==> src/rtl/key_debounce_pkg.sv <==
// Shared definitions for the pushbutton conditioning front end:
// per-channel FSM encoding and the default 50 MHz timing constants.
package key_debounce_pkg;

  typedef enum logic [1:0] {
    ST_RELEASED = 2'd0,
    ST_HOLD     = 2'd1,
    ST_REPEAT   = 2'd2
  } key_state_e;

  // 20 ms debounce, 0.5 s hold before repeat, 10 Hz repeat rate at 50 MHz
  localparam int DEF_STABLE_CYCLES = 1000000;
  localparam int DEF_CNT_W         = 20;
  localparam int DEF_HOLD_CYCLES   = 25000000;
  localparam int DEF_REPEAT_CYCLES = 5000000;

  function automatic int rcnt_width(input int hold_cycles, input int repeat_cycles);
    int longest;
    longest = (hold_cycles > repeat_cycles) ? hold_cycles : repeat_cycles;
    return $clog2(longest) + 1;
  endfunction

endpackage

==> src/rtl/key_debounce_ch.sv <==
// One pushbutton channel: 2-flop synchroniser, stability counter, and the
// RELEASED/HOLD/REPEAT FSM that generates press, repeat and release pulses.
module key_debounce_ch
  import key_debounce_pkg::*;
#(
  parameter int STABLE_CYCLES = DEF_STABLE_CYCLES,
  parameter int CNT_W         = DEF_CNT_W,
  parameter int REPEAT_EN     = 0,
  parameter int HOLD_CYCLES   = DEF_HOLD_CYCLES,
  parameter int REPEAT_CYCLES = DEF_REPEAT_CYCLES
) (
  input  logic clk,
  input  logic resetn,
  input  logic key_n,
  output logic key_level,
  output logic key_press,
  output logic key_release
);

  localparam int                RCNT_W      = rcnt_width(HOLD_CYCLES, REPEAT_CYCLES);
  localparam bit                REP_ON      = (REPEAT_EN != 0);
  localparam logic [CNT_W-1:0]  DCNT_LAST   = CNT_W'(STABLE_CYCLES - 1);
  localparam logic [RCNT_W-1:0] HOLD_LAST   = RCNT_W'(HOLD_CYCLES - 1);
  localparam logic [RCNT_W-1:0] REPEAT_LAST = RCNT_W'(REPEAT_CYCLES - 1);

  logic              sync1_r;
  logic              sync_n_r;
  logic [CNT_W-1:0]  dcnt_r;
  logic [CNT_W-1:0]  dcnt_nxt_s;
  logic              level_r;
  logic              press_r;
  logic              release_r;
  key_state_e        state_r;
  key_state_e        state_nxt_s;
  logic [RCNT_W-1:0] rcnt_r;
  logic [RCNT_W-1:0] rcnt_nxt_s;
  logic              pressed_raw_s;
  logic              accept_s;
  logic              rise_s;
  logic              fall_s;
  logic              tick_s;

  // Two-flop synchroniser; idles at 1 (released) so reset never looks like a press
  always_ff @(posedge clk) begin
    if (!resetn) begin
      sync1_r  <= 1'b1;
      sync_n_r <= 1'b1;
    end else begin
      sync1_r  <= key_n;
      sync_n_r <= sync1_r;
    end
  end

  // Stability counter: any return to the accepted level restarts the count
  always_comb begin
    pressed_raw_s = ~sync_n_r;
    accept_s      = 1'b0;
    dcnt_nxt_s    = '0;
    if (pressed_raw_s != level_r) begin
      if (dcnt_r == DCNT_LAST) begin
        accept_s   = 1'b1;
        dcnt_nxt_s = '0;
      end else begin
        dcnt_nxt_s = dcnt_r + CNT_W'(1);
      end
    end else begin
      dcnt_nxt_s = '0;
    end
    rise_s = accept_s & ~level_r;
    fall_s = accept_s &  level_r;
  end

  // Next-state logic; an accepted release always wins over a repeat tick
  always_comb begin
    state_nxt_s = state_r;
    rcnt_nxt_s  = rcnt_r;
    tick_s      = 1'b0;
    case (state_r)
      ST_RELEASED: begin
        rcnt_nxt_s = '0;
        if (rise_s) begin
          state_nxt_s = ST_HOLD;
        end else begin
          state_nxt_s = ST_RELEASED;
        end
      end
      ST_HOLD: begin
        if (fall_s) begin
          state_nxt_s = ST_RELEASED;
          rcnt_nxt_s  = '0;
        end else if (REP_ON && (rcnt_r == HOLD_LAST)) begin
          state_nxt_s = ST_REPEAT;
          rcnt_nxt_s  = '0;
          tick_s      = 1'b1;
        end else if (REP_ON) begin
          rcnt_nxt_s = rcnt_r + RCNT_W'(1);
        end else begin
          rcnt_nxt_s = '0;
        end
      end
      ST_REPEAT: begin
        if (fall_s) begin
          state_nxt_s = ST_RELEASED;
          rcnt_nxt_s  = '0;
        end else if (rcnt_r == REPEAT_LAST) begin
          rcnt_nxt_s = '0;
          tick_s     = 1'b1;
        end else begin
          rcnt_nxt_s = rcnt_r + RCNT_W'(1);
        end
      end
      default: begin
        state_nxt_s = ST_RELEASED;
        rcnt_nxt_s  = '0;
      end
    endcase
  end

  // Channel state and registered outputs
  always_ff @(posedge clk) begin
    if (!resetn) begin
      dcnt_r    <= '0;
      level_r   <= 1'b0;
      press_r   <= 1'b0;
      release_r <= 1'b0;
      state_r   <= ST_RELEASED;
      rcnt_r    <= '0;
    end else begin
      dcnt_r    <= dcnt_nxt_s;
      level_r   <= level_r ^ accept_s;
      press_r   <= rise_s | tick_s;
      release_r <= fall_s;
      state_r   <= state_nxt_s;
      rcnt_r    <= rcnt_nxt_s;
    end
  end

  assign key_level   = level_r;
  assign key_press   = press_r;
  assign key_release = release_r;

endmodule

==> src/rtl/key_debounce_chk.sv <==
// Output invariants of the key conditioning block, checked while out of reset.
module key_debounce_chk #(
  parameter int NUM_KEYS = 4
) (
  input logic                clk,
  input logic                resetn,
  input logic [NUM_KEYS-1:0] key_level,
  input logic [NUM_KEYS-1:0] key_press,
  input logic [NUM_KEYS-1:0] key_release
);

  a_no_press_and_release: assert property (@(posedge clk) disable iff (!resetn)
    (key_press & key_release) == '0);

  a_press_implies_level: assert property (@(posedge clk) disable iff (!resetn)
    (key_press & ~key_level) == '0);

  a_release_implies_no_level: assert property (@(posedge clk) disable iff (!resetn)
    (key_release & key_level) == '0);

endmodule

==> src/rtl/key_debounce.sv <==
// DE-board KEY conditioning: NUM_KEYS independent debounced channels giving
// an active-high level plus single-cycle press/release strobes.
module key_debounce
  import key_debounce_pkg::*;
#(
  parameter int NUM_KEYS      = 4,
  parameter int STABLE_CYCLES = DEF_STABLE_CYCLES,
  parameter int CNT_W         = DEF_CNT_W,
  parameter int REPEAT_EN     = 0,
  parameter int HOLD_CYCLES   = DEF_HOLD_CYCLES,
  parameter int REPEAT_CYCLES = DEF_REPEAT_CYCLES
) (
  input  logic                CLOCK_50,
  input  logic                resetn,
  input  logic [NUM_KEYS-1:0] KEY,
  output logic [NUM_KEYS-1:0] key_level,
  output logic [NUM_KEYS-1:0] key_press,
  output logic [NUM_KEYS-1:0] key_release
);

  for (genvar g = 0; g < NUM_KEYS; g++) begin : g_ch
    key_debounce_ch #(
      .STABLE_CYCLES (STABLE_CYCLES),
      .CNT_W         (CNT_W),
      .REPEAT_EN     (REPEAT_EN),
      .HOLD_CYCLES   (HOLD_CYCLES),
      .REPEAT_CYCLES (REPEAT_CYCLES)
    ) u_ch (
      .clk         (CLOCK_50),
      .resetn      (resetn),
      .key_n       (KEY[g]),
      .key_level   (key_level[g]),
      .key_press   (key_press[g]),
      .key_release (key_release[g])
    );
  end

  key_debounce_chk #(
    .NUM_KEYS (NUM_KEYS)
  ) u_chk (
    .clk         (CLOCK_50),
    .resetn      (resetn),
    .key_level   (key_level),
    .key_press   (key_press),
    .key_release (key_release)
  );

endmodule

==> config.mk <==
export PLATFORM = sky130hd
export DESIGN_NAME = key_debounce
export DESIGN_NICKNAME = d
export VERILOG_FILES = /design/src/rtl/key_debounce_pkg.sv /design/src/rtl/key_debounce_ch.sv /design/src/rtl/key_debounce_chk.sv /design/src/rtl/key_debounce.sv
export SDC_FILE = /design/constraint.sdc
export NUM_CORES = 1
export LEC_CHECK = 0
export ABC_AREA = 1
export CORE_ASPECT_RATIO = 0.75
export CORE_UTILIZATION = 35
export CTS_BUF_LIST = sky130_fd_sc_hd__clkbuf_8
export DETAILED_ROUTE_END_ITERATION = 8
export MAX_ROUTING_LAYER = met4
export PLACE_DENSITY = 0.54
export SYNTH_ARGS = -nofsm -noshare
export SYNTH_HDL_FRONTEND = slang
export SYNTH_HIERARCHICAL = 1
export SYNTH_SLANG_ARGS = --single-unit
export TNS_END_PERCENT = 100
==> constraint.sdc <==
create_clock -name CLOCK_50 -period 4 [get_ports CLOCK_50]
set_input_delay 0.8 -clock CLOCK_50 [delete_from_list [all_inputs] [get_ports CLOCK_50]]
set_output_delay 0.8 -clock CLOCK_50 [all_outputs]
set_load 0.05 [all_outputs]
==> metrics.sh <==
OUTCOME='completed'
GRT_MAX_DEGREE=21
SYNTH_SEQ_AREA_SHARE_PCT=38.7
CRITICAL_PATH.MAX_STAGE_DELAY_PS=860
POWER.SHARE.SWITCHING_PCT=21.6
CRIT_SLOWEST_CELL='sky130_fd_sc_hd__clkdlybuf4s50_1'
MET2_WIRELENGTH_UM=4290
SYNTH_SEQ_CELLS=100
TIMING.FINAL.CRIT_SHARE_PCT=61.7
DPL_WORST_SLACK_PS=1260
EFFECTIVE_UTILIZATION_AT_FLOORPLAN_PCT=35.8
VDD_DROP_MAX_uV=135
NETLIST.AREA_LEADER.SHARE_PCT=38.7
HOLD_PATH_STARTPOINT='g_ch[1].u_ch/sync1_r$_SDFF_PN1_'
SYN_AVG_CELL_AREA_UM2=7.11
UNREPAIRED_SETUP_ENDPOINTS_AFTER_GLOBAL_ROUTING='false'
ASYNC_FLOP_SHARE_PCT=0
IO-PIN-COUNT=18
CP_CELL_INSTANCES='clkdlybuf4s50_1'
SYNTH_EDF_COUNT=0
SYNTH_WARNINGS=6
SYNTHESIS.INSTANCES=728
YOSYS_MOST_USED_DFF='sky130_fd_sc_hd__dfxtp_1'
TIMING.CRITICAL_PATH.FROM_TYPE='register'
SYNTHTOPCELLSBYCOUNT='sky130_fd_sc_hd__nor2_1 (150), sky130_fd_sc_hd__nand2_1 (145), sky130_fd_sc_hd__dfxtp_1 (100), sky130_fd_sc_hd__inv_1 (81), sky130_fd_sc_hd__nand3_1 (46)'
COMBINATIONALPOWERSHARE_PCT=1.5
FINAL_AREA_UM2=5690
TIMING_MAX_TRANSITION_VIOLATIONS_FINAL=0
DESIGN.DIE.AREA_UM2=15300
CP_DATA_REQUIRED_TIME_PS=3200
MAIN_AREA_CONTRIBUTORS_AFTER_SYNTHESIS='sky130_fd_sc_hd__dfxtp_1 (39%), sky130_fd_sc_hd__nor2_1 (11%), sky130_fd_sc_hd__nand2_1 (11%)'
CRITICAL_PATH.REG2REG.STARTPOINT='g_ch[2].u_ch/dcnt_r[0]$_SDFF_PP0_'
DRT-VIAS-PER-INSTANCE=4.51
ORIGIN_OF_THE_WORST_SETUP_PATH='g_ch[1].u_ch/key_level$_SDFF_PN0_'
NETSWITCHINGPOWER_mW=0.348
NUM-NETS-FINAL=766
CTSLONGESTPATHBUFFERS=2
DRT_PRE_ANTENNA_ITERS=6
FMAX_MHz=405
GRT_FIRST_PASS_WIRELENGTH_UM=18400
SETUP_WS_PS=1530
CRIT_PATH_MAX_FANOUT=4
WORST_CLK_SKEW_PS=10.4
FINALCRITICALPERIOD_PS=2470
ROUTED-WL-MET3_UM=381
NUMCTSBUFFERS=9
PLACE.DETAILED.INSTANCES=937
MAXCAPVIOLCOUNT=0
DRIVE_ABOVE_1_SHARE_PCT=12.8
TIMING.HOLD.WORST.CLASS='register to register'
DIEHEIGHT_UM=107
CTS.SINK_COUNT=100
SYN_NETS=746
FINALSETUPVIOLATIONS=0
GRT_PASS1_VIAS=4079
SYN_TO_FINAL_GROWTH_PCT=9.86
ROUTE.VIAS.TOTAL=4291
PLACE.DETAILED.HPWL_UM=7990
CELLINTERNALPOWER_mW=1.26
CORE_UM2=14500
SLEW_HEADROOM_PCT=41.2
PLACEDINSTANCEAREA_UM2=5520
FINALNONFILLERCELLS=952
DIE-WIDTH_UM=142
POWER_PER_CELL_AREA_nW_PER_UM2=283
GR-USAGE-ALL-LAYERS_PCT=15.5
CRIT_FAMILY='buffers and inverters'
SYNTH.DISTINCT_CELLS=26
WORSTSKEWPAIRLATENCY_PS=360
FIN_SETUP_TNS_PS=0
AVGROUTEDWIREPERCELL_UM=11.0
TRITONCTS='yes'
TOTAL_LEAKAGE_POWER_nW=1.69
DRT-MET1-WL_UM=5770
CRITICALPATHCATEGORY='register to output port'
TOTAL_GLOBAL_ROUTING_OVERFLOW=0
ROUTED.TOP_LAYER='met4'
ANTENNA_FOUND_INITIAL=0
FLOORPLAN.ROWS=38
TIGHTEST_SLEW_PS=880
POWER.SHARE.CLOCK_PCT=36.2
CTS_HOLD_BUFFERS=0
GPL.FINAL_WEIGHTED_CONGESTION=0.889
POWER.SHARE.SEQUENTIAL_PCT=62.3
YOSYS.CELL_COUNT.TOP_TYPE='sky130_fd_sc_hd__nor2_1'
FINALHOLDVIOLCOUNT=0
FIRST_ITER_VIOLATIONS=270
ANTENNA_CELLS=0
POST_CTS_RESIZE_COUNT=0
CLOCK_PIN_SLEW_WORST_SETUP_AND_HOLD_PATHS_PS=90
SYNTHESIS.AREA_UM2=5180
POST-SYNTH-TOP-AREA-CELL='sky130_fd_sc_hd__dfxtp_1'
AGGREGATE_ROUTED_WIRE_LENGTH_UM=10500
DRT_DRC_VIOLATIONS_LEFT=0
CTS_SETUP_BUFFERS=0
CRITICAL_PATH_ARRIVAL_PS=1670
CLOCK_TREE.ROOT_CELL='sky130_fd_sc_hd__clkbuf_8'
CRITPATHBUFINV=1
PORT_BUFFERS=17
ANT_NETS=0
CTS_MAX_LEVEL=3
WORST_SETUP_END_KIND='output port'
-- layout by cell type (no fill, tap or decap), types with 10 or more instances in the layout --
cell type                         synthesis  final
sky130_fd_sc_hd__ha_1                    12     12
sky130_fd_sc_hd__clkdlybuf4s50_1          0     17
sky130_fd_sc_hd__nand2_2                 15     15
sky130_fd_sc_hd__o21ai_0                 11     11
sky130_fd_sc_hd__nor2_1                 150    150
sky130_fd_sc_hd__dfxtp_1                100    100
sky130_fd_sc_hd__clkbuf_8                 0     11
sky130_fd_sc_hd__nor2_4                  10     10
sky130_fd_sc_hd__a21oi_2                 12     12
sky130_fd_sc_hd__nor2_2                  25     25
sky130_fd_sc_hd__nand3_1                 46     46
sky130_fd_sc_hd__nand4_1                 25     25
sky130_fd_sc_hd__xor2_1                  28     28
sky130_fd_sc_hd__nand2_1                145    145
sky130_fd_sc_hd__a21oi_1                 15     15
sky130_fd_sc_hd__inv_1                   81     83
-- path summary, 6_finish.rpt --
check	endpoint	slack (ps)	cells past startpoint
max	key_level[1]	1530	1
min reg2reg	g_ch[1].u_ch/sync_n_r$_SDFF_PN1_	420	1
min	g_ch[1].u_ch/sync_n_r$_SDFF_PN1_	420	1
max reg2reg	g_ch[2].u_ch/dcnt_r[18]$_SDFF_PP0_	2140	6
-- worst register-to-register path: cells and delay by family (launching register included) --
family	cells	cell delay, ps
DFF	1	390
adders and majority gates	1	220
and+or+nand+nor	5	1130
-- metrics by stage --
| stage | utilization (%) | hold slack, ps | total power [mW] |
|---|---|---|---|
| 5_1_grt | 39.3 | 437 | 1.68 |
| 2_1_floorplan | - | 393 | 1.04 |
| 4_1_cts | 39.3 | 422 | 1.64 |
| 3_3_place_gp | 38.2 | 397 | 1.05 |
| 6_report | 39.3 | 418 | 1.61 |
| 3_5_place_dp | 38.2 | 399 | 1.05 |
-- layer usage --
metal  vias up  GRT usage (%)
li1       2311              -
met3         9           3.74
met2        55           23.1
met4         0           3.92
met1      1916           20.9
met5         -              -
-- cells by family (layout without fill, tap and decap cells) --
family,count (synthesis),after routing,synth area share (%)
adder cells (fa/ha/maj),12,12,2.90
AO/OA/AOI/OAI,41,41,4.93
AND/OR/NAND/NOR,442,442,39.3
XOR/XNOR,37,37,6.26
buffers and inverters,96,120,7.90
flip-flops,100,100,38.7
-- flip-flops by register name (all words and copies together), names as in the netlist --
signal                 count
g_ch.u_ch/dcnt_r          80
g_ch.u_ch/key_level        4
g_ch.u_ch/key_press        4
g_ch.u_ch/key_release      4
g_ch.u_ch/sync1_r          4
g_ch.u_ch/sync_n_r         4
-- power by group through the flow --
| stage | clock (mW) | combinational, mW | sequential (mW) |
|---|---|---|---|
| floorplan | 0 | 0.0175 | 1.02 |
| global placement | 0 | 0.0242 | 1.03 |
| detailed placement | 0 | 0.0249 | 1.03 |
| CTS | 0.610 | 0.0250 | 1.00 |
| global route | 0.653 | 0.0278 | 1.00 |
| finish | 0.581 | 0.0244 | 1.00 |
-- cell type report --
| type | count | area, um^2 |
|---|---|---|
| fill | 1539 | 8770 |
| tap | 200 | 250 |
| multi-input combinational | 532 | 2770 |
| sequential | 100 | 2000 |
| timing repair buffer | 17 | 170 |
| clock inverter | 4 | 17.5 |
| inverter | 88 | 330 |
| clock buffer | 11 | 151 |
Power figures use the tool's default switching activity.
